===== config.mk =====
export PLATFORM = sky130hd
export DESIGN_NAME = clb_multi_lut_flat
export DESIGN_NICKNAME = d
export VERILOG_FILES = /design/src/rtl/clb_pkg.sv /design/src/rtl/clb_multi_lut_if.sv /design/src/rtl/clb_input_mux.sv /design/src/rtl/clb_multi_lut.sv /design/src/flat_wrapper.sv
export SDC_FILE = /design/constraint.sdc
export NUM_CORES = 1
export LEC_CHECK = 0
export ABC_AREA = 1
export CAP_MARGIN = 20
export CORE_UTILIZATION = 50
export DETAILED_ROUTE_END_ITERATION = 10
export GPL_TIMING_DRIVEN = 0
export PLACE_DENSITY = 0.73
export SETUP_SLACK_MARGIN = 0.15
export SKIP_LAST_GASP = 1
export SYNTH_ARGS = -nofsm -noshare
export SYNTH_HDL_FRONTEND = slang
export SYNTH_SLANG_ARGS = --single-unit

===== constraint.sdc =====
create_clock -name clk -period 7.3 [get_ports clk]
set_input_delay 1.095 -clock clk [delete_from_list [all_inputs] [get_ports clk]]
set_output_delay 1.095 -clock clk [all_outputs]
set_load 0.01 [all_outputs]

===== src/rtl/clb_pkg.sv =====
// clb_pkg: shared types, field widths and frame-length helper for the multi-LUT CLB.
package clb_pkg;
    localparam int SIGNAL_TYPE_W = 2;
    localparam int SIGNAL_INDEX_W = 8;
    typedef enum logic [SIGNAL_TYPE_W-1:0] {IT_NB, IT_IO, IT_FB, IT_ILL} t_input_type;
    typedef enum logic [3:0] {
        ST_INIT, ST_CFG_TYPE, ST_CFG_INDEX, ST_CFG_TABLE, ST_CFG_OSEL,
        ST_DONE, ST_IDLE, ST_RUN, ST_ERR
    } t_state;
    function automatic int frame_bits(int num_luts, int lut_width, bit osel);
        return num_luts * (lut_width * (SIGNAL_TYPE_W + SIGNAL_INDEX_W) + (1 << lut_width) + int'(osel));
    endfunction
endpackage


===== src/rtl/clb_multi_lut_if.sv =====
// clb_multi_lut_if: serial 1-bit configuration stream into the CLB.
interface clb_multi_lut_if;
    logic cfg_tvalid;
    logic cfg_tready;
    logic cfg_tdata;
    logic cfg_tlast;
    modport master (output cfg_tvalid, cfg_tdata, cfg_tlast, input cfg_tready);
    modport slave (input cfg_tvalid, cfg_tdata, cfg_tlast, output cfg_tready);
endinterface


===== src/rtl/clb_input_mux.sv =====
// clb_input_mux: selects one LUT input from the neighbour, IO or feedback signals.
module clb_input_mux
    import clb_pkg::*;
#(
    parameter int NB = 8,
    parameter int IO = 4,
    parameter int NL = 2
) (
    input  t_input_type               sel_type,
    input  logic [SIGNAL_INDEX_W-1:0] sel_idx,
    input  logic [NB-1:0]             nb,
    input  logic [IO-1:0]             io,
    input  logic [NL-1:0]             fb,
    output logic                      o
);
    // Indices are range-checked at load time, so only in-range matches can occur.
    always_comb begin
        o = 1'b0;
        for (int k = 0; k < NB; k++) if (sel_type == IT_NB && sel_idx == SIGNAL_INDEX_W'(k)) o = nb[k];
        for (int k = 0; k < IO; k++) if (sel_type == IT_IO && sel_idx == SIGNAL_INDEX_W'(k)) o = io[k];
        for (int k = 0; k < NL; k++) if (sel_type == IT_FB && sel_idx == SIGNAL_INDEX_W'(k)) o = fb[k];
    end
endmodule


===== src/rtl/clb_multi_lut.sv =====
// clb_multi_lut: NUM_LUTS x LUT_WIDTH-input CLB loaded by a framed serial bitstream.
// Macro CLB_OUTPUT_REG_EN adds a per-LUT OSEL bit selecting registered (fb_q) outputs.
module clb_multi_lut
    import clb_pkg::*;
#(
    parameter int NUM_NEIGHBOUR_SIGNALS = 8,
    parameter int NUM_IO_SIGNALS        = 4,
    parameter int NUM_LUTS              = 2,
    parameter int LUT_WIDTH             = 3
) (
    input  logic                             clk,
    input  logic                             rst_n,
    input  logic                             cfg,
    clb_multi_lut_if.slave                   s_cfg,
    output logic                             cfg_done,
    output logic                             cfg_err,
    input  logic                             run,
    input  logic [NUM_NEIGHBOUR_SIGNALS-1:0] run_in_nb,
    input  logic [NUM_IO_SIGNALS-1:0]        run_in_io,
    output logic [NUM_LUTS-1:0]              run_out
);
`ifdef CLB_OUTPUT_REG_EN
    localparam bit OSEL_EN = 1'b1;
`else
    localparam bit OSEL_EN = 1'b0;
`endif
    localparam int TBL = 2 ** LUT_WIDTH;
    localparam int TOTAL_BITS = frame_bits(NUM_LUTS, LUT_WIDTH, OSEL_EN);
    localparam int BW = $clog2(TBL > 8 ? TBL : 8);
    localparam int FW = $clog2(TOTAL_BITS);
    localparam int LW = NUM_LUTS > 1 ? $clog2(NUM_LUTS) : 1;
    localparam int IW = LUT_WIDTH > 1 ? $clog2(LUT_WIDTH) : 1;
    t_state state, nxt, lut_next;
    logic [LW-1:0] lut_iter;
    logic [IW-1:0] input_iter;
    logic [BW-1:0] bit_cnt;
    logic [FW-1:0] frame_cnt;
    logic type_hi;
    logic [6:0] idx_sr;
    t_input_type sh_type [NUM_LUTS][LUT_WIDTH];
    t_input_type act_type [NUM_LUTS][LUT_WIDTH];
    logic [SIGNAL_INDEX_W-1:0] sh_idx [NUM_LUTS][LUT_WIDTH];
    logic [SIGNAL_INDEX_W-1:0] act_idx [NUM_LUTS][LUT_WIDTH];
    logic [TBL-1:0] sh_tbl [NUM_LUTS];
    logic [TBL-1:0] act_tbl [NUM_LUTS];
    logic [NUM_LUTS-1:0] sh_osel, act_osel, osel_mask, fb_q, lut_out;
    logic [LUT_WIDTH-1:0] lut_in [NUM_LUTS];
    logic take, start, last_in, last_tbl, field_end, lut_end, tlast_bad, idx_bad;
    t_input_type type_word, cur_type;
    logic [SIGNAL_INDEX_W-1:0] idx_word;
    logic [SIGNAL_INDEX_W:0] idx_lim;
    assign s_cfg.cfg_tready = state inside {ST_CFG_TYPE, ST_CFG_INDEX, ST_CFG_TABLE, ST_CFG_OSEL};
    assign take = s_cfg.cfg_tvalid && s_cfg.cfg_tready;
    assign start = cfg && state inside {ST_INIT, ST_IDLE, ST_ERR};
    assign type_word = t_input_type'({type_hi, s_cfg.cfg_tdata});
    assign idx_word = {idx_sr, s_cfg.cfg_tdata};
    assign cur_type = sh_type[lut_iter][input_iter];
    assign idx_lim = cur_type == IT_NB ? (SIGNAL_INDEX_W+1)'(NUM_NEIGHBOUR_SIGNALS) :
                     cur_type == IT_IO ? (SIGNAL_INDEX_W+1)'(NUM_IO_SIGNALS) : (SIGNAL_INDEX_W+1)'(NUM_LUTS);
    assign idx_bad = {1'b0, idx_word} >= idx_lim;
    assign last_in = input_iter == IW'(LUT_WIDTH - 1);
    assign last_tbl = bit_cnt == BW'(TBL - 1);
    assign lut_next = lut_iter == LW'(NUM_LUTS - 1) ? ST_DONE : ST_CFG_TYPE;
    assign field_end = (state == ST_CFG_TYPE && bit_cnt[0]) || (state == ST_CFG_INDEX && bit_cnt == BW'(7)) ||
                       (state == ST_CFG_TABLE && last_tbl) || state == ST_CFG_OSEL;
    assign lut_end = (state == ST_CFG_TABLE && last_tbl && !OSEL_EN) || state == ST_CFG_OSEL;
    // Framing: tlast must coincide exactly with the final bit of the frame.
    assign tlast_bad = take && (s_cfg.cfg_tlast != (frame_cnt == FW'(TOTAL_BITS - 1)));
    always_comb begin
        nxt = state;
        case (state)
            ST_INIT, ST_IDLE: nxt = cfg ? ST_CFG_TYPE : run ? ST_RUN : state;
            ST_ERR:           nxt = cfg ? ST_CFG_TYPE : ST_ERR;
            ST_RUN:           nxt = run ? ST_RUN : ST_IDLE;
            ST_DONE:          nxt = ST_IDLE;
            ST_CFG_TYPE:      if (take && field_end) nxt = type_word == IT_ILL ? ST_ERR : ST_CFG_INDEX;
            ST_CFG_INDEX:     if (take && field_end) nxt = idx_bad ? ST_ERR : last_in ? ST_CFG_TABLE : ST_CFG_TYPE;
            ST_CFG_TABLE:     if (take && field_end) nxt = OSEL_EN ? ST_CFG_OSEL : lut_next;
            ST_CFG_OSEL:      if (take) nxt = lut_next;
            default:          nxt = ST_ERR;
        endcase
        if (tlast_bad) nxt = ST_ERR;
    end
    always_ff @(posedge clk) state <= !rst_n ? ST_INIT : nxt;
    always_ff @(posedge clk) begin
        if (!rst_n) begin
            {lut_iter, input_iter, bit_cnt, frame_cnt, type_hi, idx_sr} <= '0;
            {sh_osel, fb_q, cfg_err} <= '0;
            for (int l = 0; l < NUM_LUTS; l++) begin
                sh_tbl[l] <= '0;
                for (int i = 0; i < LUT_WIDTH; i++) begin
                    sh_type[l][i] <= IT_NB;
                    sh_idx[l][i] <= '0;
                end
            end
        end else begin
            if (start) begin
                {lut_iter, input_iter, bit_cnt, frame_cnt} <= '0;
                cfg_err <= 1'b0;
            end else if (nxt == ST_ERR && state != ST_ERR) cfg_err <= 1'b1;
            if (take) begin
                frame_cnt <= frame_cnt + FW'(1);
                bit_cnt <= field_end ? '0 : bit_cnt + BW'(1);
                if (state == ST_CFG_TYPE) type_hi <= s_cfg.cfg_tdata;
                if (state == ST_CFG_TYPE && field_end) sh_type[lut_iter][input_iter] <= type_word;
                if (state == ST_CFG_INDEX) idx_sr <= {idx_sr[5:0], s_cfg.cfg_tdata};
                if (state == ST_CFG_INDEX && field_end) begin
                    sh_idx[lut_iter][input_iter] <= idx_word;
                    input_iter <= last_in ? '0 : input_iter + IW'(1);
                end
                if (state == ST_CFG_TABLE) sh_tbl[lut_iter][bit_cnt[LUT_WIDTH-1:0]] <= s_cfg.cfg_tdata;
                if (state == ST_CFG_OSEL) sh_osel[lut_iter] <= s_cfg.cfg_tdata;
                if (lut_end) lut_iter <= lut_iter + LW'(1);
            end
            if (state == ST_RUN) fb_q <= lut_out;
        end
    end
    // Active config is configuration memory: it survives rst_n so an aborted frame never disturbs it.
    always_ff @(posedge clk) begin
        if (rst_n && state == ST_DONE) begin
            act_type <= sh_type;
            act_idx <= sh_idx;
            act_tbl <= sh_tbl;
            act_osel <= sh_osel;
        end
    end
    for (genvar l = 0; l < NUM_LUTS; l++) begin : g_lut
        for (genvar i = 0; i < LUT_WIDTH; i++) begin : g_in
            clb_input_mux #(.NB(NUM_NEIGHBOUR_SIGNALS), .IO(NUM_IO_SIGNALS), .NL(NUM_LUTS)) u_mux (
                .sel_type (act_type[l][i]),
                .sel_idx  (act_idx[l][i]),
                .nb       (run_in_nb),
                .io       (run_in_io),
                .fb       (fb_q),
                .o        (lut_in[l][i])
            );
        end
        assign lut_out[l] = act_tbl[l][lut_in[l]];
    end
    assign osel_mask = OSEL_EN ? act_osel : '0;
    assign run_out = state == ST_RUN ? (osel_mask & fb_q) | (~osel_mask & lut_out) : '0;
    assign cfg_done = state == ST_DONE;
endmodule


===== src/flat_wrapper.sv =====
// flat-port wrapper written by rule: the top's interface ports become plain ports
module clb_multi_lut_flat import clb_pkg::*;
#(
    parameter int NUM_NEIGHBOUR_SIGNALS = 8,
    parameter int NUM_IO_SIGNALS        = 4,
    parameter int NUM_LUTS              = 2,
    parameter int LUT_WIDTH             = 3
)
  (clk, rst_n, cfg, cfg_done, cfg_err, run, run_in_nb, run_in_io, run_out, s_cfg_cfg_tvalid, s_cfg_cfg_tdata, s_cfg_cfg_tlast, s_cfg_cfg_tready);
  clb_multi_lut_if s_cfg_i ();
  input  logic clk;
  input  logic rst_n;
  input  logic cfg;
  output logic cfg_done;
  output logic cfg_err;
  input  logic run;
  input  logic [NUM_NEIGHBOUR_SIGNALS-1:0] run_in_nb;
  input  logic [NUM_IO_SIGNALS-1:0] run_in_io;
  output logic [NUM_LUTS-1:0] run_out;
  input wire logic [$bits(s_cfg_i.cfg_tvalid)-1:0] s_cfg_cfg_tvalid;
  input wire logic [$bits(s_cfg_i.cfg_tdata)-1:0] s_cfg_cfg_tdata;
  input wire logic [$bits(s_cfg_i.cfg_tlast)-1:0] s_cfg_cfg_tlast;
  output wire logic [$bits(s_cfg_i.cfg_tready)-1:0] s_cfg_cfg_tready;
  assign s_cfg_i.cfg_tvalid = s_cfg_cfg_tvalid;
  assign s_cfg_i.cfg_tdata = s_cfg_cfg_tdata;
  assign s_cfg_i.cfg_tlast = s_cfg_cfg_tlast;
  assign s_cfg_cfg_tready = s_cfg_i.cfg_tready;
  clb_multi_lut #(.NUM_NEIGHBOUR_SIGNALS(NUM_NEIGHBOUR_SIGNALS), .NUM_IO_SIGNALS(NUM_IO_SIGNALS), .NUM_LUTS(NUM_LUTS), .LUT_WIDTH(LUT_WIDTH)) u_core (.clk(clk), .rst_n(rst_n), .cfg(cfg), .s_cfg(s_cfg_i), .cfg_done(cfg_done), .cfg_err(cfg_err), .run(run), .run_in_nb(run_in_nb), .run_in_io(run_in_io), .run_out(run_out));
endmodule

==> results of run 1 <==
## worst max-delay path, stage by stage
cell and delay (ps):
clkdlybuf4s50_1 690, nand2_1 100, nand3_1 90, nand2_1 60, nand2_1 50, nand2_1 40
nand3_1 60, nand2_1 50, nand2_1 50, nand2_1 50, nand2_1 50, nand2_1 60
a21oi_1 270, nand3_1 130, nand3_1 90, nand3_1 120, inv_1 90, clkdlybuf4s50_1 520
## area by class of cell
cell class	count	area (um2)	area share
clock buffer	17	425	0.0438
tap	220	275	0.0284
inverter	133	503	0.0518
clock inverter	15	168	0.0173
buffer	23	113	0.0116
timing repair buffer	26	305	0.0314
multi-input combinational	668	3550	0.366
sequential	180	4360	0.450
## cell usage after synthesis (2+ instances only)
cell	n	area (um2)
a211oi_1	7	52.6
a211oi_2	3	37.5
a21oi_1	98	490
a221oi_1	6	52.6
a311oi_1	9	78.8
a32o_1	4	40.0
buf_4	7	52.6
clkbuf_1	16	60.1
clkinv_1	2	7.51
dfxtp_1	104	2080
edfxtp_1	76	2280
ha_1	6	75.1
inv_1	117	439
inv_2	12	45.0
nand2_1	147	552
nand2_2	8	50.1
nand3_1	69	345
nand3b_1	5	37.5
nand4_1	31	194
nor2_1	107	402
nor2_2	15	93.8
nor2_4	14	158
nor2_8	3	60.1
nor3_1	15	75.1
nor3_2	5	50.1
nor3_4	2	32.5
nor4_1	3	18.8
o2111ai_1	2	17.5
o21ai_0	62	310
o21ai_1	24	120
o21ai_2	4	35.0
or2_1	2	12.5
## cells by family (layout without fill, tap and decap cells)
kind of cell             Yosys count  in the layout  synth area share
AND/OR/NAND/NOR                  428            428             0.246
AO/OA/AOI/OAI                    234            234             0.161
flip-flops                       180            180             0.512
buffers and inverters            156            214            0.0722
adder cells (fa/ha/maj)            6              6           0.00881
## cell usage in the layout, fill, tap and decap left out, types with 3 or more instances in the layout
master	count
nand2_1	147
inv_1	117
nor2_1	107
dfxtp_1	104
a21oi_1	98
edfxtp_1	76
nand3_1	69
o21ai_0	62
nand4_1	31
o21ai_1	24
clkdlybuf4s50_1	22
clkbuf_16	17
clkbuf_1	16
nor2_2	15
nor2_4	14
nor3_1	14
inv_2	12
a311oi_1	9
nand2_2	8
buf_4	7
a211oi_1	7
a221oi_1	6
ha_1	6
inv_6	6
nor3_2	5
nand3b_1	5
a32o_1	4
o21ai_2	4
nor4_1	3
nor3_4	3
nor2_8	3
clkinv_2	3
a211oi_2	3
clkinvlp_4	3
## per-stage QoR
stage          instances  hold WS, ps  total power, mW  cell area (um2)
3_3_place_gp        1246          404             1.51             9020
4_1_cts             1282          425             2.43             9710
5_1_grt             1282          434             2.52             9710
3_5_place_dp        1250          410             1.52             9110
6_report            1282          426             2.42             9710
2_1_floorplan       1004          403             1.39             8530
## metal layers
layer  vias to the layer above  share of wire  GRT usage
met5                         -              0          0
met4                         0          0.016     0.0683
met3                        28          0.063     0.0464
met2                       228           0.46      0.388
met1                      3287           0.46      0.338
li1                       3554              -          -
## where the power goes
group          switching, mW  internal (mW)  total, mW
clock                  0.407          0.514      0.920
combinational          0.268          0.114      0.382
sequential            0.0372           1.08       1.12
## sequential cells by signal, indices dropped and copies added (netlist names)
signal / count
u_core.idx_sr: 7
u_core.type_hi: 1
u_core.sh_tbl: 16
u_core.sh_type: 12
u_core.act_tbl: 16
u_core.sh_idx: 48
u_core.state: 4
u_core.frame_cnt: 7
u_core.lut_iter: 1
u_core.act_idx: 48
u_core.bit_cnt: 3
u_core.act_type: 12
u_core.input_iter: 2
u_core.fb_q: 2
u_core.cfg_err: 1
## worst max path at each step
stage	startpoint	endpoint	slack, ps
final	run_in_nb[0]	run_out[0]	2530
after global routing	run_in_nb[0]	run_out[0]	2320
after CTS	run_in_nb[1]	run_out[0]	2520
after detailed placement	run_in_nb[1]	run_out[0]	2530
after global placement	rst_n	u_core.act_idx[9]$_DFFE_PP_	340
after floorplan	rst_n	u_core.act_idx[0]$_DFFE_PP_	2100
==> results.tsv, run 1 <==
metric	value	unit
critPathMaxFanout	6	
die_h	133	um
synth_cell_type_count	51	
crit_arrival	3670	ps
whs_path_depth	0	
reg2reg_slack	4010	ps
ios	24	
grt_pass1_vias	6515	
power_per_cell_area	250	nW/um2
yosysWarnings	0	
synthesis.area	8520	um2
hp-class	reg2reg	
initial_core_util	0.512	
synth_fp_nets	1029	
min-delay-start	u_core.sh_idx[38]$_SDFFE_PN0P_	
rsz0062_at_grt	no	
first_iter_violations	819	
max_cap_viol_count	0	
finalHoldViolations	0	
cts-root-buf	clkbuf_16	
post_cts_buffers	0	
fin_ws	2530	ps
wl_per_cell	15.9	um
ir_drop	0.170	mV
setup-violations-final	0	
grt_max_degree	23	
post-dp-hpwl	14800	um
hold_buffers	0	
antenna_found_initial	0	
cts_tree	built	
ys_seq_area_frac	0.512	
grt_util_all_layers	0.243	
synth-seq-cells	180	
cp-start-kind	primary input	
period_needed	4770	ps
route.final.wire_length	20400	um
cts_sinks	180	
via_count	7097	
pre_cts_ws	2530	ps
diodes	0	
gp_routability_congestion	0.889	
clk_latency	430	ps
syn_inst	1004	
final-max-slew-violation-count	0	
dr.pass1.iters	5	
endpoint_kind	output port	
worst_r2r_path_depth	16	
max_freq	210	MHz
htree_levels	4	
drive_above_1_share	0.110	
fill_cells	1430	
die_w	133	um
async_reset_ff_frac	0	
finalSetupTns	0	ps
p_leak	3.71	nW
cts.repair.resized	0	
ant_nets	0	
vias_per_cell	5.54	
grt_pass1_wl	33100	um
r2r-end	u_core.state[1]$_SDFF_PN0_	
synth-main-ff-cell	dfxtp_1	
port_buffers	22	
nets	1074	
clk_path_buf_depth	2	
max-slew-margin-rel	0.531	
grt_overflow	0	
syn_to_final_growth	13.9	%
status	complete, no violations	
core	16600	um2
post-route-util	0.583	
tightest_slew	704	ps
post-route-drc-count	0	
num_rows	47	
worst_r2r_startpoint	u_core.lut_iter$_SDFF_PN0_	
path_class	in2out	
min_to	u_core.act_idx[38]$_DFFE_PP_	
fin_skew	9.46	ps
die_area	17600	um2
cts_buffers	17	
finalCritPeriodShare	0.653	
synth_area_per_cell	8.49	um2
synth_edf_count	76	
path_clk_slew	70	ps
required	6200	ps
Note: power is estimated with default switching activity, not from simulation.
==> inputs of run 2 (changes only) <==
--- a/config.mk
+++ b/config.mk
@@ -10,7 +10,7 @@
 export CORE_UTILIZATION = 50
 export DETAILED_ROUTE_END_ITERATION = 10
 export GPL_TIMING_DRIVEN = 0
-export PLACE_DENSITY = 0.73
+export PLACE_DENSITY = 0.71
 export SETUP_SLACK_MARGIN = 0.15
 export SKIP_LAST_GASP = 1
 export SYNTH_ARGS = -nofsm -noshare
==> constraint.sdc (replaced) <==
create_clock -name clk -period 4.77 [get_ports clk]
set_input_delay 0.7155 -clock clk [delete_from_list [all_inputs] [get_ports clk]]
set_output_delay 0.7155 -clock clk [all_outputs]
set_load 0.01 [all_outputs]
==> results.tsv, run 2 (same netlist as run 1, synthesis figures left out) <==
metric	value	unit	change
initial_core_util	0.512		unchanged
reg2reg_slack	1500	ps	-2510 ps
ios	24		unchanged
whs_path_depth	0		unchanged
cpPeakStageDelay	680	ps	about the same
gp_routability_congestion	0.899		+1.1%
clk_latency	440	ps	about the same
finalHoldViolations	0		unchanged
finalCritPeriodShare	0.845		
hp-class	reg2reg		
cts-root-buf	clkbuf_16		
hold_buffers	0		unchanged
ant_nets	0		unchanged
via_count	7104		+0.099%
ir_drop	0.246	mV	+44%
max-slew-margin-rel	0.516		-0.0141
power.internal	2.59	mW	+51%
pre_cts_ws	763	ps	-1770 ps
cts_tree	built		
post-dp-hpwl	14800	um	about the same
die_area	17600	um2	unchanged
grt_pass1_vias	6474		-0.63%
largest_registers	u_core.act_idx: 48 flops, u_core.sh_idx: 48 flops		
grt_overflow	0		unchanged
crit_family	buffers and inverters		
cp-start-kind	primary input		
post_cts_buffers	0		unchanged
max_freq	248	MHz	
tightest_slew	725	ps	+21.2 ps
num_rows	47		unchanged
post-route-util	0.583		about the same
max_cap_viol_count	0		unchanged
antenna_found_initial	0		unchanged
cts.repair.resized	0		unchanged
critPathMostFrequentCell	nand2_1		
total_power	3.64	mW	+50%
clk_path_buf_depth	2		unchanged
fill_cells	1450		+1.4%
crit_arrival	3310	ps	-360 ps
first_iter_violations	768		-6.2%
post-route-drc-count	0		unchanged
setup-violations-final	0		unchanged
sw_frac_of_total	0.290		-0.00410
die_h	133	um	unchanged
cts_buffers	17		unchanged
seq_power_share	0.471		+0.008
grt_util_all_layers	0.246		+0.00256
status	complete, no violations		
pwr-share-clk	0.369		-0.011
final-max-slew-violation-count	0		unchanged
path_class	in2out		
worst_r2r_path_depth	16		unchanged
p_switching	1.05	mW	+48%
period_needed	4030	ps	
endpoint_kind	output port		
fin_ws	741	ps	-1790 ps
port_buffers	22		unchanged
required	4050	ps	-2150 ps
path_clk_slew	60	ps	about the same
crit_path_top_delay_cell	clkdlybuf4s50_1		
die_w	133	um	unchanged
worst-path-buf-inv	3		unchanged
cts_sinks	180		unchanged
diodes	0		unchanged
combPwrFrac	0.160		+0.002
nets	1074		unchanged
grt_pass1_wl	33200	um	+0.21%
p_leak	3.70	nW	-0.37%
fin_hold_ws	426	ps	-0.0490 ps
grt_max_degree	22		-4.3%
fin_skew	14.0	ps	+4.51 ps
dr.pass1.iters	5		unchanged
r2r-end	u_core.state[1]$_SDFF_PN0_		
path_cells	clkdlybuf4s50_1 -> nand2_1 -> nand3_1 -> nand2_1 -> nand2_1 -> nand2_1 -> nand3_1 -> nand2_1 -> nand2_1 -> nand2_1 -> nand2_1 -> nand2_1 -> a21oi_1 -> nand3_1 -> nand3_1 -> nand3_1 -> inv_1 -> clkdlybuf4s50_1		
route.final.wire_length	20600	um	+0.92%
critPathMaxFanout	6		unchanged
syn_to_final_growth	13.9	%	about the same
final_common_cell	nand2_1		
htree_levels	4		unchanged
wl_per_cell	16.0	um	+0.92%
rsz0062_at_grt	no		
min-delay-start	u_core.sh_idx[47]$_SDFFE_PN0P_		
core	16600	um2	unchanged
min_to	u_core.act_idx[47]$_DFFE_PP_		
worst_r2r_startpoint	u_core.lut_iter$_SDFF_PN0_		
vias_per_cell	5.54		about the same
drive_above_1_share	0.107		-0.00282
power_per_cell_area	375	nW/um2	+50%
layout_common_cells	147 x nand2_1, 117 x inv_1, 107 x nor2_1		
[run 2: cell types whose count changed in the layout (fill, tap and decap cells not counted), sizes merged]
cell	change
bufinv	-1
clkbuf	+5
clkinv	+1
clkinvlp	+1
inv	-6
[run 2: power groups by stage]
stage,logic (mW),clock network (mW),registers (mW)
6_report,0.583,1.34,1.72
5_1_grt,0.644,1.41,1.72
4_1_cts,0.580,1.35,1.72
3_5_place_dp,0.578,0,1.75
3_3_place_gp,0.564,0,1.75
2_1_floorplan,0.389,0,1.74
[run 2: worst max path at each step]
stage            startpoint                            to  slack (ps)  depth (start not counted)
6_report       run_in_nb[0]                    run_out[0]         740                         18
5_1_grt        run_in_nb[1]                    run_out[0]         510                         18
4_1_cts        run_in_nb[0]                    run_out[0]         750                         18
3_5_place_dp   run_in_nb[0]                    run_out[0]         760                         18
3_3_place_gp          rst_n  u_core.act_idx[11]$_DFFE_PP_         -80                          4
2_1_floorplan         rst_n   u_core.act_idx[0]$_DFFE_PP_        1090                          4
[run 2: layer usage]
metal,vias up,global-route usage,share of wire
met3,24,0.0456,0.064
met5,-,0,0
met4,0,0.0811,0.016
met1,3302,0.341,0.47
li1,3556,-,-
met2,222,0.388,0.45
[run 2: cell type report]
type                            instances  area (um2)  area share
Tap cell                              220         275      0.0284
Clock inverter                         10         100      0.0103
Multi-Input combinational cell        668        3550       0.366
Sequential cell                       180        4360       0.450
Inverter                              133         503      0.0518
Timing Repair Buffer                   26         330      0.0340
Clock buffer                           22         464      0.0478
Buffer                                 23         113      0.0116
[run 2: stage by stage]
step / setup TNS, ps / cell area [um2] / std cells
2_1_floorplan: 0 / 8530 / 1004
3_3_place_gp: -5720 / 9030 / 1246
3_5_place_dp: 0 / 9140 / 1250
4_1_cts: 0 / 9700 / 1282
5_1_grt: 0 / 9700 / 1282
6_report: 0 / 9700 / 1282
